$ cat config.mk
export PLATFORM = sky130hd
export DESIGN_NAME = bus2to1_arbiter
export DESIGN_NICKNAME = d
export VERILOG_FILES = /design/src/rtl/bus2to1_arbiter.sv
export SDC_FILE = /design/constraint.sdc
export NUM_CORES = 1
export LEC_CHECK = 0
export CAP_MARGIN = 40
export CORE_AREA = 2 2 119 121
export DETAILED_ROUTE_END_ITERATION = 6
export DIE_AREA = 0 0 121 123
export GPL_TIMING_DRIVEN = 0
export PLACE_DENSITY_LB_ADDON = 0.2
export SYNTH_ARGS = -nofsm -noshare
export SYNTH_HDL_FRONTEND = slang
export SYNTH_SLANG_ARGS = --single-unit
$ cat constraint.sdc
create_clock -name clk -period 1.9 [get_ports clk]
set_clock_uncertainty 0.2 [all_clocks]
set_input_delay 0.19 -clock clk [delete_from_list [all_inputs] [get_ports clk]]
set_output_delay 0.19 -clock clk [all_outputs]
set_load 0.1 [all_outputs]
$ cat src/rtl/bus2to1_arbiter.sv
// Round-robin arbiter merging two valid/ready masters onto one slave bus with a response watchdog.
// Latency: request to s_valid 1 cycle; s_ready to mx_ready 0 cycles; at least one idle cycle between grants.
// Backpressure: the grant is held while s_ready is low, until completion or watchdog abort.
module bus2to1_arbiter #(
    parameter int unsigned TIMEOUT   = 1024,
    parameter logic [31:0] ERR_RDATA = 32'h0000_0000
) (
    input  logic        clk,
    input  logic        resetn,

    input  logic        m1_valid,
    output logic        m1_ready,
    input  logic [31:0] m1_addr,
    output logic [31:0] m1_rdata,
    input  logic [31:0] m1_wdata,
    input  logic [3:0]  m1_wstrb,

    input  logic        m2_valid,
    output logic        m2_ready,
    input  logic [31:0] m2_addr,
    output logic [31:0] m2_rdata,
    input  logic [31:0] m2_wdata,
    input  logic [3:0]  m2_wstrb,

    output logic        s_valid,
    input  logic        s_ready,
    output logic [31:0] s_addr,
    input  logic [31:0] s_rdata,
    output logic [31:0] s_wdata,
    output logic [3:0]  s_wstrb,

    output logic        timeout
);

    // A zero TIMEOUT keeps a 1-bit counter that is never compared.
    localparam int unsigned CW = (TIMEOUT > 0) ? $clog2(TIMEOUT + 1) : 1;
    localparam logic [CW-1:0] WD_LAST = CW'((TIMEOUT > 0) ? (TIMEOUT - 1) : 0);

    typedef enum logic [1:0] {
        IDLE = 2'd0,
        GNT1 = 2'd1,
        GNT2 = 2'd2
    } state_t;

    localparam logic LAST_M1 = 1'b0;
    localparam logic LAST_M2 = 1'b1;

    state_t          state;
    state_t          state_nxt;
    logic            last_gnt;
    logic            last_gnt_nxt;
    logic [CW-1:0]   wd_cnt;
    logic [CW-1:0]   wd_cnt_nxt;
    logic            gnt_valid;
    logic            abort;

    always_ff @(posedge clk) begin
        if (!resetn) begin
            state    <= IDLE;
            last_gnt <= LAST_M2;
            wd_cnt   <= '0;
        end else begin
            state    <= state_nxt;
            last_gnt <= last_gnt_nxt;
            wd_cnt   <= wd_cnt_nxt;
        end
    end

    always_comb begin
        gnt_valid = 1'b0;
        case (state)
            GNT1:    gnt_valid = m1_valid;
            GNT2:    gnt_valid = m2_valid;
            default: gnt_valid = 1'b0;
        endcase
    end

    // A slave response arriving in the abort cycle takes precedence over the abort.
    assign abort = (TIMEOUT > 0) && gnt_valid && !s_ready && (wd_cnt == WD_LAST);

    always_comb begin
        state_nxt    = state;
        last_gnt_nxt = last_gnt;
        wd_cnt_nxt   = '0;
        case (state)
            IDLE: begin
                if (m1_valid && (!m2_valid || last_gnt == LAST_M2)) begin
                    state_nxt    = GNT1;
                    last_gnt_nxt = LAST_M1;
                end else if (m2_valid) begin
                    state_nxt    = GNT2;
                    last_gnt_nxt = LAST_M2;
                end
            end
            GNT1, GNT2: begin
                if (!gnt_valid || s_ready || abort) begin
                    state_nxt = IDLE;
                end else begin
                    wd_cnt_nxt = wd_cnt + 1'b1;
                end
            end
            default: state_nxt = IDLE;
        endcase
    end

    always_comb begin
        s_valid  = 1'b0;
        s_addr   = '0;
        s_wdata  = '0;
        s_wstrb  = '0;
        m1_ready = 1'b0;
        m1_rdata = '0;
        m2_ready = 1'b0;
        m2_rdata = '0;
        timeout  = 1'b0;
        case (state)
            GNT1: begin
                s_valid  = m1_valid && !abort;
                s_addr   = m1_addr;
                s_wdata  = m1_wdata;
                s_wstrb  = m1_wstrb;
                m1_ready = abort || s_ready;
                m1_rdata = abort ? ERR_RDATA : s_rdata;
                timeout  = abort;
            end
            GNT2: begin
                s_valid  = m2_valid && !abort;
                s_addr   = m2_addr;
                s_wdata  = m2_wdata;
                s_wstrb  = m2_wstrb;
                m2_ready = abort || s_ready;
                m2_rdata = abort ? ERR_RDATA : s_rdata;
                timeout  = abort;
            end
            default: ;
        endcase
    end

endmodule

==> results of run 1 <==
[cells in the final DEF (no fill, tap or decap), types with 2 or more instances in the layout]
cell / netlist / layout
nor2_1: 16 / 11
dfxtp_2: 0 / 2
o22ai_1: 2 / 2
o21ai_0: 2 / 2
buf_16: 0 / 32
buf_6: 0 / 22
clkbuf_16: 0 / 16
nand4_1: 2 / 2
nand3_4: 1 / 2
inv_1: 5 / 3
a22oi_2: 0 / 70
dfxtp_1: 14 / 10
nor2b_4: 0 / 68
ha_4: 0 / 4
nor2_2: 0 / 5
nor3b_4: 0 / 2
buf_8: 0 / 28
clkbuf_8: 0 / 5
inv_4: 0 / 2
dfxtp_4: 0 / 2
nand2_1: 8 / 8
buf_12: 0 / 89
clkdlybuf4s50_1: 0 / 186
a21boi_4: 0 / 2
nand3_1: 3 / 2
and2_4: 0 / 65
xnor2_1: 7 / 7
buf_4: 1 / 21
o21a_2: 0 / 2
[metal layers]
metal  wire length, um  vias up  share of wire, %
met4               612        0               3.4
met1              6210     1886                35
met2              9794      198                55
met3              1192       36               6.7
met5                 0        -                 0
li1                  -     1834                 -
[cell families after synthesis]
logic type	synth area share, %
DFF	12.93
and+or+nand+nor	47.17
AOI/OAI and AO/OA	27.60
adders and majority gates	2.310
xor gates and xnor gates	3.233
buffers and inverters	6.293
muxes	0.4619
[synthesized netlist by cell type (2+ instances only)]
cell / instances
a22oi_1: 70
nor2b_1: 68
and2_1: 65
clkbuf_1: 26
nor2_1: 16
dfxtp_1: 14
nand2_1: 8
xnor2_1: 7
inv_1: 5
ha_1: 4
nand3_1: 3
a21boi_1: 2
buf_1: 2
nand4_1: 2
o21a_1: 2
o21ai_0: 2
o22ai_1: 2
[layout make-up]
class / count / area share [%]
Buffer: 27 / 4.501
Sequential cell: 14 / 3.127
Timing Repair Buffer: 371 / 57.49
Inverter: 5 / 0.2561
Tap cell: 180 / 2.426
Clock buffer: 4 / 0.9569
Multi-Input combinational cell: 263 / 31.24
[final timing paths]
kind | from | to | slack (ps)
worst max register to register | state[1]$_SDFFE_PN0P_ | wd_cnt[9]$_SDFF_PP0_ | -70
worst min-delay path | wd_cnt[0]$_SDFF_PP0_ | wd_cnt[0]$_SDFF_PP0_ | 260
worst min register to register | wd_cnt[0]$_SDFF_PP0_ | wd_cnt[0]$_SDFF_PP0_ | 260
worst max-delay path | state[1]$_SDFFE_PN0P_ | s_addr[4] | -660
[flip-flops by register name, indices dropped and copies added (netlist names)]
signal	flops
last_gnt	1
state	2
wd_cnt	11
[report_power, final]
group / internal [mW] / switching, mW
clock network: 0.318 / 0.117
registers: 0.301 / 0.00925
logic: 1.64 / 1.75
total: 2.26 / 1.87
[worst max-delay path, delay by kind of cell, from the launching register on]
kind	cells	cell delay, ps
buf+inv	4	1070
simple gates	1	150
fa+ha+maj	1	210
flops	1	360
compound gates	1	150
[repair_timing]
action                                 CTS  global route
resized for setup                      253            49
pin swaps                               38            27
setup buffers                           36             7
setup endpoints to repair              148           148
gates cloned                             6             0
endpoints found under the hold margin    0             0
[through the flow]
step	instance area, um2	setup WS (ps)	total power, mW	hold WS [ps]
2_1_floorplan	2959	-549.6	2.031	66.23
3_3_place_gp	6267	-1589	2.751	243.9
3_5_place_dp	8810	-1250	3.345	259.9
4_1_cts	9241	-793.2	4.119	273.7
5_1_grt	9284	-732.3	4.254	280.4
6_report	9284	-664.1	4.129	264.0
==> impl_metrics.ini, run 1 <==
[die]
io_pins = 309
die-area_um2 = 14880
coreArea_um2 = 13610
die_h_um = 123
die_width_um = 121
initial_utilization_pct = 15.92
row_count = 43

[cells_and_area]
final_nets = 862
finalNonFillerCells = 864
n_fill_cell = 906
multiInputGateArea_um2 = 2900
drive_gt1_share_pct = 64.77
area_delta_synth_final_pct = 328.4
antennaDiodeCount = 0
ff_latch_area_um2 = 290.3
utilization_pct = 68.20

[place]
io_buffer_count = 308
dpl.hpwl_um = 14050
numPlacedInstances = 936
gp_congestion = 0.7553

[critical_path]
path_cells = inv_4 > ha_4 > buf_4 > a22oi_2 > nor2b_4 > clkdlybuf4s50_1 > buf_8
worstPathMaxFanout = 10
slowest_stage = clkdlybuf4s50_1
reg2reg_depth = 10
critPathCaptureType = output port
cp-start-kind = flop
slowest_delay_ps = 530
criticalPathCategory = flop to output port
cp.arrival_ps = 2170
cp_data_required_time_ps = 1510

[clock_network]
h-tree-depth = 1
worstSkewPairLatency_ps = 240
cts-root-buf = clkbuf_16
cts_tree = built
cts_made_buffers = 3
clock_sinks = 14
clock_path_buffers = 2
path_clk_slew_ps = 50
cts_hold_buf = 0

[sta]
tightestPinTransition_ps = 253.4
setup_ws_ps = -664.1
fin_crit_ps = 2564
setup_viol = 146
min_period_over_period_pct = 135.0
fin_setup_tns_ps = -54910
slew_headroom_pct = 82.62
rsz0062_at_grt = true
hold_viol_final = 0
fmax_mhz = 390.0
slew_violations = 0

[min_path]
hold_depth = 1
hp-class = flop to flop

[status]
status = finished with violations
failed_checks = setup timing

[synthesis]
syn_avg_cell_area_um2 = 6.946
synth_flop_cell = dfxtp_1
synth_edf_count = 0
synth.area.top_cells = a22oi_1 (24%), nor2b_1 (20%), and2_1 (19%)
syn-num-nets = 489
yosysSeqAreaShare_pct = 12.93
syn_area_um2 = 2167
ys_warn_count = 0
async_flop_share_pct = 0
yosys.area.top_type = a22oi_1
synth_top_area_share_pct = 24.25
synth_seq_cells = 14
synth_cells = 312
ys_types = 31

[routing]
drt-wirelength-per-cell_um = 20.61
drt_iter0_drc = 188
drc = 0
wl_um = 17810
vias = 3954
postRouteAntennaNets = 0
vias_per_cell = 4.576
first_pass_iters = 4

[global_route]
grt_max_degree = 11
globalRoute.busiestLayer = met2
grt_usage_pct = 22.56
grt_overflow = 0
antenna_found_initial = 0
grt_pass1_wl_um = 25920
grt_use_met1_pct = 24.53
grt_pass1_vias = 4423
grtUsageMet2_pct = 43.22
use_met3_pct = 4.520

[pwr]
ir_drop_mv = 0.2757
p_leak_nw = 3.393
powerDensity_nw_per_um2 = 444.7

[flow_run]
maxCapViolations = 0
Note: power is estimated with default switching activity, not from simulation.
==> run 2: changes to the inputs <==
RECOVER_POWER = 50   (was unset)
==> results of run 2 <==
No change in the layout: final DEF, timing and power equal those of run 1.
==> run 3: changes to the inputs <==
GPL_ROUTABILITY_DRIVEN = 1   (was unset)
==> results of run 3 <==
No change in the layout: final DEF, timing and power equal those of run 1.
